--- config.mk ---
export PLATFORM = sky130hd
export DESIGN_NAME = rks_loader
export DESIGN_NICKNAME = d
export VERILOG_FILES = /design/src/rtl/rks_loader.sv
export SDC_FILE = /design/constraint.sdc
export NUM_CORES = 1
export LEC_CHECK = 0
export CORE_MARGIN = 2
export CORE_UTILIZATION = 48
export CTS_CLUSTER_DIAMETER = 120
export DETAILED_ROUTE_END_ITERATION = 12
export PLACE_DENSITY = 0.73
export SKIP_LAST_GASP = 1
export SLEW_MARGIN = 20
export SYNTH_ARGS = -nofsm -noshare
export SYNTH_HDL_FRONTEND = slang
export SYNTH_SLANG_ARGS = --single-unit
--- constraint.sdc ---
create_clock -name clk_sys -period 3.3 [get_ports clk_sys]
set_input_delay 0.99 -clock clk_sys [delete_from_list [all_inputs] [get_ports clk_sys]]
set_output_delay 0.99 -clock clk_sys [all_outputs]
set_load 0.02 [all_outputs]
--- src/rtl/rks_loader.sv ---
// rks_loader: streaming parser for .RKS tape images arriving from data_io.
// Strips the 4-byte header (start lo/hi, end lo/hi), writes each body byte
// to RAM at its target address, then consumes a 2-byte checksum (high first).
// Optional feature macro: RKS_CHECKSUM_EN enables checksum computation and
// comparison. Without it the trailing 2 bytes are consumed and ignored.
//
// state  | meaning
// S_IDLE | waiting for the active condition to rise
// S_HDR  | collecting 4 header bytes
// S_BODY | writing body bytes, start_addr..end_addr
// S_CSUM | collecting 2 checksum bytes
// S_DONE | image accepted, ignoring bytes until download ends
// S_ERR  | image rejected, ignoring bytes until download ends

module rks_loader #(
    parameter logic [4:0] RKS_INDEX = 5'd1,
    parameter logic [8:0] PAGE      = 9'd0
) (
    input  logic        clk_sys,
    input  logic        reset,
    input  logic        ioctl_download,
    input  logic [4:0]  ioctl_index,
    input  logic        ioctl_wr,
    input  logic [7:0]  ioctl_data,
    output logic        ram_we,
    output logic [24:0] ram_addr,
    output logic [7:0]  ram_din,
    output logic        busy,
    output logic        done,
    output logic        err,
    output logic [15:0] start_addr,
    output logic [15:0] end_addr
);

    typedef enum logic [2:0] {
        S_IDLE,
        S_HDR,
        S_BODY,
        S_CSUM,
        S_DONE,
        S_ERR
    } state_t;

    logic        act;
    logic        act_rise;
    logic        act_fall;

    logic        act_q,     act_d;
    logic        wr_s_q,    wr_s_d;
    logic        wr_prev_q, wr_prev_d;
    logic        byte_ev_q, byte_ev_d;
    logic [7:0]  data_q,    data_d;

    state_t      state_q,   state_d;
    logic [1:0]  cnt_q,     cnt_d;
    logic [7:0]  hdr_lo_q,  hdr_lo_d;
    logic [15:0] start_q,   start_d;
    logic [15:0] end_q,     end_d;
    logic [15:0] tgt_q,     tgt_d;
    logic        ram_we_q,  ram_we_d;
    logic [24:0] ram_addr_q, ram_addr_d;
    logic [7:0]  ram_din_q, ram_din_d;
    logic        done_q,    done_d;
    logic        err_q,     err_d;
`ifdef RKS_CHECKSUM_EN
    logic [15:0] cs_q,      cs_d;
    logic [7:0]  cs_hi_q,   cs_hi_d;
`endif

    logic [15:0] hdr_word;

    assign act      = ioctl_download && (ioctl_index == RKS_INDEX);
    assign act_rise = act && !act_q;
    assign act_fall = !act && act_q;
    assign hdr_word = {data_q, hdr_lo_q};

    // Input stage: sample ioctl_wr, detect its rising edge, latch the byte.
    always_comb begin
        act_d     = act;
        wr_s_d    = ioctl_wr;
        wr_prev_d = wr_s_q;
        byte_ev_d = wr_s_q && !wr_prev_q && act;
        data_d    = (wr_s_q && !wr_prev_q) ? ioctl_data : data_q;
    end

    // Input stage registers; act_q follows act through reset so that a reset
    // in the middle of a download does not look like a fresh download start.
    always_ff @(posedge clk_sys) begin
        if (reset) begin
            act_q     <= act_d;
            wr_s_q    <= 1'b0;
            wr_prev_q <= 1'b0;
            byte_ev_q <= 1'b0;
            data_q    <= 8'h00;
        end else begin
            act_q     <= act_d;
            wr_s_q    <= wr_s_d;
            wr_prev_q <= wr_prev_d;
            byte_ev_q <= byte_ev_d;
            data_q    <= data_d;
        end
    end

    // Parser next-state and datapath; a dropped download always wins over a byte.
    always_comb begin
        state_d    = state_q;
        cnt_d      = cnt_q;
        hdr_lo_d   = hdr_lo_q;
        start_d    = start_q;
        end_d      = end_q;
        tgt_d      = tgt_q;
        ram_we_d   = 1'b0;
        ram_addr_d = ram_addr_q;
        ram_din_d  = ram_din_q;
        done_d     = done_q;
        err_d      = err_q;
`ifdef RKS_CHECKSUM_EN
        cs_d       = cs_q;
        cs_hi_d    = cs_hi_q;
`endif

        case (state_q)
            S_IDLE: begin
                if (act_rise) begin
                    state_d = S_HDR;
                    done_d  = 1'b0;
                    err_d   = 1'b0;
                    cnt_d   = 2'd0;
`ifdef RKS_CHECKSUM_EN
                    cs_d    = 16'h0000;
`endif
                end
            end

            S_HDR: begin
                if (act_fall) begin
                    state_d = S_ERR;
                    err_d   = 1'b1;
                end else if (byte_ev_q) begin
                    cnt_d = cnt_q + 2'd1;
                    case (cnt_q)
                        2'd0: hdr_lo_d = data_q;
                        2'd1: start_d  = hdr_word;
                        2'd2: hdr_lo_d = data_q;
                        default: begin
                            end_d = hdr_word;
                            if (hdr_word < start_q) begin
                                state_d = S_ERR;
                                err_d   = 1'b1;
                            end else begin
                                state_d = S_BODY;
                                tgt_d   = start_q;
                            end
                        end
                    endcase
                end
            end

            S_BODY: begin
                if (act_fall) begin
                    state_d = S_ERR;
                    err_d   = 1'b1;
                end else if (byte_ev_q) begin
                    ram_we_d   = act;
                    ram_addr_d = {PAGE, tgt_q};
                    ram_din_d  = data_q;
                    if (tgt_q == end_q) begin
                        state_d = S_CSUM;
                        cnt_d   = 2'd0;
`ifdef RKS_CHECKSUM_EN
                        cs_d    = cs_q + {8'h00, data_q};
`endif
                    end else begin
                        tgt_d   = tgt_q + 16'd1;
`ifdef RKS_CHECKSUM_EN
                        cs_d    = cs_q + {data_q, data_q};
`endif
                    end
                end
            end

            S_CSUM: begin
                if (act_fall) begin
                    state_d = S_ERR;
                    err_d   = 1'b1;
                end else if (byte_ev_q) begin
                    if (cnt_q == 2'd0) begin
                        cnt_d   = 2'd1;
`ifdef RKS_CHECKSUM_EN
                        cs_hi_d = data_q;
`endif
                    end else begin
`ifdef RKS_CHECKSUM_EN
                        if ({cs_hi_q, data_q} == cs_q) begin
                            state_d = S_DONE;
                            done_d  = 1'b1;
                        end else begin
                            state_d = S_ERR;
                            err_d   = 1'b1;
                        end
`else
                        state_d = S_DONE;
                        done_d  = 1'b1;
`endif
                    end
                end
            end

            S_DONE, S_ERR: begin
                if (!act) state_d = S_IDLE;
            end

            default: state_d = S_IDLE;
        endcase
    end

    // Parser registers; reset also drops any write computed for this cycle.
    always_ff @(posedge clk_sys) begin
        if (reset) begin
            state_q    <= S_IDLE;
            cnt_q      <= 2'd0;
            hdr_lo_q   <= 8'h00;
            start_q    <= 16'h0000;
            end_q      <= 16'h0000;
            tgt_q      <= 16'h0000;
            ram_we_q   <= 1'b0;
            ram_addr_q <= 25'd0;
            ram_din_q  <= 8'h00;
            done_q     <= 1'b0;
            err_q      <= 1'b0;
`ifdef RKS_CHECKSUM_EN
            cs_q       <= 16'h0000;
            cs_hi_q    <= 8'h00;
`endif
        end else begin
            state_q    <= state_d;
            cnt_q      <= cnt_d;
            hdr_lo_q   <= hdr_lo_d;
            start_q    <= start_d;
            end_q      <= end_d;
            tgt_q      <= tgt_d;
            ram_we_q   <= ram_we_d;
            ram_addr_q <= ram_addr_d;
            ram_din_q  <= ram_din_d;
            done_q     <= done_d;
            err_q      <= err_d;
`ifdef RKS_CHECKSUM_EN
            cs_q       <= cs_d;
            cs_hi_q    <= cs_hi_d;
`endif
        end
    end

    assign ram_we     = ram_we_q;
    assign ram_addr   = ram_addr_q;
    assign ram_din    = ram_din_q;
    assign busy       = (state_q == S_HDR) || (state_q == S_BODY) || (state_q == S_CSUM);
    assign done       = done_q;
    assign err        = err_q;
    assign start_addr = start_q;
    assign end_addr   = end_q;

endmodule

==> flow_summary.json, run 1 <==
{
  "power.share.clock_pct": 32.3,
  "synthFlopType": "dfxtp_1",
  "die_y_um": 106.3,
  "cp-end-kind": "output port",
  "switching_share_pct": 30.83,
  "max_slew_margin_pct": 54.55,
  "synth_enable_flop_cells": 0,
  "syn_avg_cell_area_um2": 7.799,
  "final_cell_mix": "120 x nand2_1, 103 x a21oi_1, 100 x dfxtp_1",
  "yosys-top-cells-area": "dfxtp_1 40%, a21oi_1 10%, nand2_1 9.0%",
  "rsz0062_at_grt": "no",
  "syn_inst": 644,
  "crit_path_max_fanout": 13,
  "p_comb_share_pct": 15.5,
  "start_util_pct": 49.09,
  "postCtsSetupBuffers": 0,
  "start_kind": "flop",
  "status": "completed",
  "syn-cell-area_um2": 5022,
  "critPathRequiredTime_ns": 2.31,
  "fin_crit_sh_pct": 89.97,
  "die-width_um": 106.3,
  "ys_ff_latch": 100,
  "cts_buffers": 9,
  "vias_per_cell": 5.549,
  "route.detailed.wl_per_inst_um": 16.49,
  "slew_violations": 0,
  "final_common_cell": "nand2_1",
  "clock-root-buffer": "clkbuf_8",
  "boundaryPins": 86,
  "grt_overflow_total": 0,
  "synth_top_area_share_pct": 39.86,
  "wl_um": 14080,
  "critPathArrivalTime_ns": 1.98,
  "synth_cell_types": 55,
  "setup_viol": 0,
  "first_global_vias": 4417,
  "vias": 4739,
  "p_int_mw": 1.660,
  "clock_latency_ns": 0.38,
  "p_switching_mw": 0.7403,
  "hold_viol": 0,
  "fp-row-count": 37,
  "slowest_stage": "dfxtp_1",
  "vdd.ir_drop.worst_mv": 0.2257,
  "layout_setup_ws_ns": 0.3311,
  "hp-class": "flop to flop",
  "cpPeakStageDelay_ns": 0.62,
  "final_core_util_pct": 59.73,
  "fin_nets": 750,
  "p_seq_share_pct": 52.2,
  "dp_cells": 838,
  "antenna_found_initial": 0,
  "yosysSeqAreaShare_pct": 39.86,
  "drt_iter0_markers": 321,
  "diodes": 0,
  "critPathKind": "flop to output port",
  "fin_setup_tns_ns": 0,
  "drc": 0,
  "grt_pass1_wl_um": 22880,
  "antenna_left": 0,
  "hpwl_um": 10410,
  "worst_path_most_repeated_cell": "nor2_1",
  "worst_pin_slew_ns": 0.6817,
  "synth_largest_area_cell": "dfxtp_1",
  "drt_first_pass_iters": 4,
  "track_usage_pct": 25.57,
  "cts-hold-fix-buffers": 0,
  "cap_violations": 0,
  "fp.dieArea_um2": 11300,
  "core_um2": 10230,
  "drive_above_1_share_pct": 8.774,
  "portBuffers": 76,
  "syn_to_final_growth_pct": 21.67,
  "period_needed_ns": 2.969,
  "crit_path_cell_trace": "nor2_1 > nor2_1 > clkdlybuf4s50_1",
  "cts_tree": "done",
  "synthArstFlopShare_pct": 0,
  "post_cts_resize_count": 0,
  "power_per_cell_area_nw_per_um2": 392.9,
  "worst_hold_slack_ns": 0.4571,
  "clockBufferDepth": 2,
  "path_clk_slew_ns": 0.10,
  "pre_cts_slack_ns": 0.01825,
  "cts_max_level": 3,
  "fin_cells": 854,
  "cts_sinks": 100,
  "nFillCells": 948,
  "grt_max_degree": 47,
  "fmax_ghz": 0.3368,
  "place_congestion": 0.9942,
  "yosysWarnings": 0,
  "p_leak_nw": 2.102,
  "skew_ns": 0.008248
}
-- metal layers --
layer  wire length, um  GRT usage [%]
met3               954          4.414
met5                 0              0
met4               227          6.673
met1              6312          35.54
met2              6585          41.12
-- area by class of cell --
class / instances / area, um^2 / share of cell area, %
sequential: 100 / 2002 / 32.76
inverter: 24 / 90.09 / 1.474
multi-input combinational: 475 / 2696 / 44.12
tap: 136 / 170.2 / 2.785
timing repair buffer: 103 / 958.4 / 15.68
clock inverter: 6 / 56.30 / 0.9214
clock buffer: 10 / 137.6 / 2.252
-- logic make-up after synthesis --
group | count (synthesis) | share of synthesized area [%]
other | 1 | 0.07467
buffers and inverters | 77 | 7.150
AO/OA/AOI/OAI | 161 | 18.66
multiplexers | 10 | 1.993
AND/OR/NAND/NOR | 254 | 23.62
adder cells (fa/ha/maj) | 20 | 4.983
flip-flops | 100 | 39.86
XOR/XNOR | 21 | 3.662
-- power by group through the flow --
stage	sequential [mW]	clock (mW)	combinational (mW)
floorplan	1.26	0	0.279
global placement	1.28	0	0.361
detailed placement	1.28	0	0.362
CTS	1.25	0.791	0.363
global route	1.26	0.846	0.400
finish	1.25	0.776	0.371
-- flip-flops by register name (all words and copies together) (netlist names) --
signal / count
start_addr: 16
end_addr: 16
byte_ev_q: 1
ram_din: 8
err: 1
hdr_lo_q: 8
act_q: 1
cnt_q: 2
done: 1
ram_addr: 16
state_q: 3
ram_we: 1
wr_prev_q: 1
data_q: 8
wr_prev_d: 1
tgt_q: 16
-- through the flow --
stage / total power, mW / cell area [um^2]
2_1_floorplan: 1.537 / 5052
3_3_place_gp: 1.640 / 5917
3_5_place_dp: 1.642 / 5917
4_1_cts: 2.406 / 6111
5_1_grt: 2.501 / 6111
6_report: 2.401 / 6111
-- critical path, delay by kind of cell (launching register included) --
family	cells	cell delay, ns
buffers and inverters	1	0.61
AND/OR/NAND/NOR	2	0.37
flip-flops	1	0.62
-- worst paths after layout --
path,to,slack (ns),depth (start not counted),from
min,ram_din[7],0.46,2,ram_din[7]
min reg2reg,ram_din[7],0.46,2,ram_din[7]
max reg2reg,tgt_q[0],0.64,10,start_addr[7]
max,busy,0.33,3,state_q[0]
-- synth_stat cells (all sizes together), types with 15 or more instances --
cell    number
a21oi      103
buf         15
clkbuf      37
dfxtp      100
ha          20
inv         24
nand2      121
nand3       46
nor2        32
o21ai       31
xnor2       17
(Power assumes the default switching activity.)
==> run 2, diff against run 1 <==
--- a/config.mk
+++ b/config.mk
@@ -9,7 +9,7 @@
 export CORE_UTILIZATION = 48
 export CTS_CLUSTER_DIAMETER = 120
 export DETAILED_ROUTE_END_ITERATION = 12
-export PLACE_DENSITY = 0.73
+export PLACE_DENSITY_LB_ADDON = 0.08
 export SKIP_LAST_GASP = 1
 export SLEW_MARGIN = 20
 export SYNTH_ARGS = -nofsm -noshare
==> flow_summary.json, run 2 (synthesis gave the netlist of run 1 again) <==
{
  "grt_max_degree": 50,
  "worstReg2RegStart": "start_addr[7]",
  "r2r_slack_ns": 0.58,
  "grt_overflow_total": 0,
  "cap_violations": 0,
  "p_comb_share_pct": 14.1,
  "drive_above_1_share_pct": 7.214,
  "hp-start": "ram_addr[5]",
  "cp-end-kind": "flop",
  "clockBufferDepth": 2,
  "multi_input_area_um2": 2696,
  "dp_cells": 827,
  "vdd.ir_drop.worst_mv": 0.2513,
  "cts_sinks": 100,
  "postCtsSetupBuffers": 0,
  "final-seq-area_um2": 2002,
  "syn_to_final_growth_pct": 20.83,
  "fin_crit_sh_pct": 90.77,
  "worst_pin_slew_ns": 0.6941,
  "skew_ns": 0.01265,
  "max_slew_margin_pct": 53.73,
  "drc": 0,
  "slowest_stage": "or4b_4",
  "setup_viol": 0,
  "fin_nets": 739,
  "hold_depth": 2,
  "whs_endpoint": "ram_addr[5]",
  "post_cts_resize_count": 0,
  "fin_setup_tns_ns": 0,
  "cts_buffers": 9,
  "hp-class": "flop to flop",
  "path_clk_slew_ns": 0.10,
  "start_util_pct": 49.09,
  "ff2ff_path_depth": 9,
  "track_usage_pct": 25.44,
  "core_um2": 10230,
  "drt_first_pass_iters": 5,
  "place_congestion": 0.8999,
  "period_needed_ns": 2.995,
  "p_leak_nw": 2.068,
  "first_global_vias": 4418,
  "power_per_cell_area_nw_per_um2": 408.9,
  "wl_um": 13920,
  "nFillCells": 964,
  "grt_pass1_wl_um": 22660,
  "power.share.clock_pct": 35.4,
  "crit_path_cell_trace": "clkdlybuf4s50_1 > or4b_4 > or2_2 > o21ai_0 > a21oi_1 > a221oi_2 > a2bb2oi_1 > a21oi_1",
  "hpwl_um": 10290,
  "start_kind": "primary input",
  "boundaryPins": 86,
  "final_cell_mix": "120 x nand2_1, 103 x a21oi_1, 100 x dfxtp_1",
  "critPathRequiredTime_ns": 3.55,
  "fin_cells": 843,
  "rsz0062_at_grt": "no",
  "fp.dieArea_um2": 11300,
  "final_common_cell": "nand2_1",
  "timing.rr.end": "tgt_q[8]",
  "hold_viol": 0,
  "route.detailed.wl_per_inst_um": 16.51,
  "fp-row-count": 37,
  "cpPeakStageDelay_ns": 0.56,
  "drt_iter0_markers": 245,
  "portBuffers": 76,
  "critPathKind": "primary input to flop",
  "cts_max_level": 3,
  "cts-hold-fix-buffers": 0,
  "cp_top_family": "compound AO/OA/AOI/OAI gates",
  "vias_per_cell": 5.510,
  "vias": 4645,
  "diodes": 0,
  "path_buf_inv": 1,
  "p_switching_mw": 0.7108,
  "clock-root-buffer": "clkbuf_8",
  "p_int_mw": 1.770,
  "fmax_ghz": 0.3338,
  "antenna_left": 0,
  "worst_path_most_repeated_cell": "a21oi_1",
  "cts_tree": "done",
  "clock_latency_ns": 0.37,
  "status": "completed",
  "crit_path_max_fanout": 9,
  "slew_violations": 0,
  "critPathArrivalTime_ns": 3.25,
  "antenna_found_initial": 0,
  "die-width_um": 106.3,
  "die_y_um": 106.3,
  "p_seq_share_pct": 50.5,
  "switching_share_pct": 28.65,
  "final_core_util_pct": 59.31
}
==> run 2: worst max-delay path by stage <==
stage / endpoint / cells past startpoint / from
finish: state_q[1] / 8 / ioctl_index[1]
global route: state_q[2] / 8 / ioctl_index[1]
CTS: state_q[1] / 8 / ioctl_index[1]
detailed placement: state_q[1] / 8 / ioctl_index[1]
global placement: state_q[1] / 8 / ioctl_index[1]
floorplan: tgt_q[8] / 7 / ioctl_index[1]
==> run 2: worst min-delay path, cell delays in order, from the launching register on <==
cell     delay, ns
dfxtp_1       0.32
nand2_1       0.05
a21oi_1       0.05
==> run 2: layout make-up <==
| type | instances | share of cell area, % |
|---|---|---|
| Clock buffer | 10 | 2.103 |
| Clock inverter | 6 | 1.546 |
| Inverter | 24 | 1.485 |
| Multi-Input combinational cell | 475 | 44.43 |
| Sequential cell | 100 | 32.99 |
| Tap cell | 136 | 2.804 |
| Timing Repair Buffer | 92 | 14.64 |
==> run 2: power by group through the flow <==
stage	sequential [mW]	clock (mW)	combinational, mW
floorplan	1.26	0	0.279
global placement	1.28	0	0.337
detailed placement	1.28	0	0.342
CTS	1.25	0.892	0.343
global route	1.26	0.946	0.381
finish	1.25	0.877	0.350
==> run 2: metrics by stage <==
step	power (mW)	hold WS (ns)	area (um^2)	setup WS (ns)
finish	2.481	0.4564	6068	0.3045
global route	2.585	0.4774	6068	0.2109
CTS	2.488	0.4586	6068	0.3341
detailed placement	1.623	0.4461	5847	-0.04751
global placement	1.618	0.4412	5847	0.04675
floorplan	1.537	0.4534	5052	0.4294
==> run 2: per-layer routing <==
layer  track usage [%]  up-vias  routed length [um]
li1                  -     2313                   -
met1             34.02     2161                6169
met2             42.35      154                6777
met3             3.740       17                 775
met4             7.989        0                 195
met5                 0        -                   0
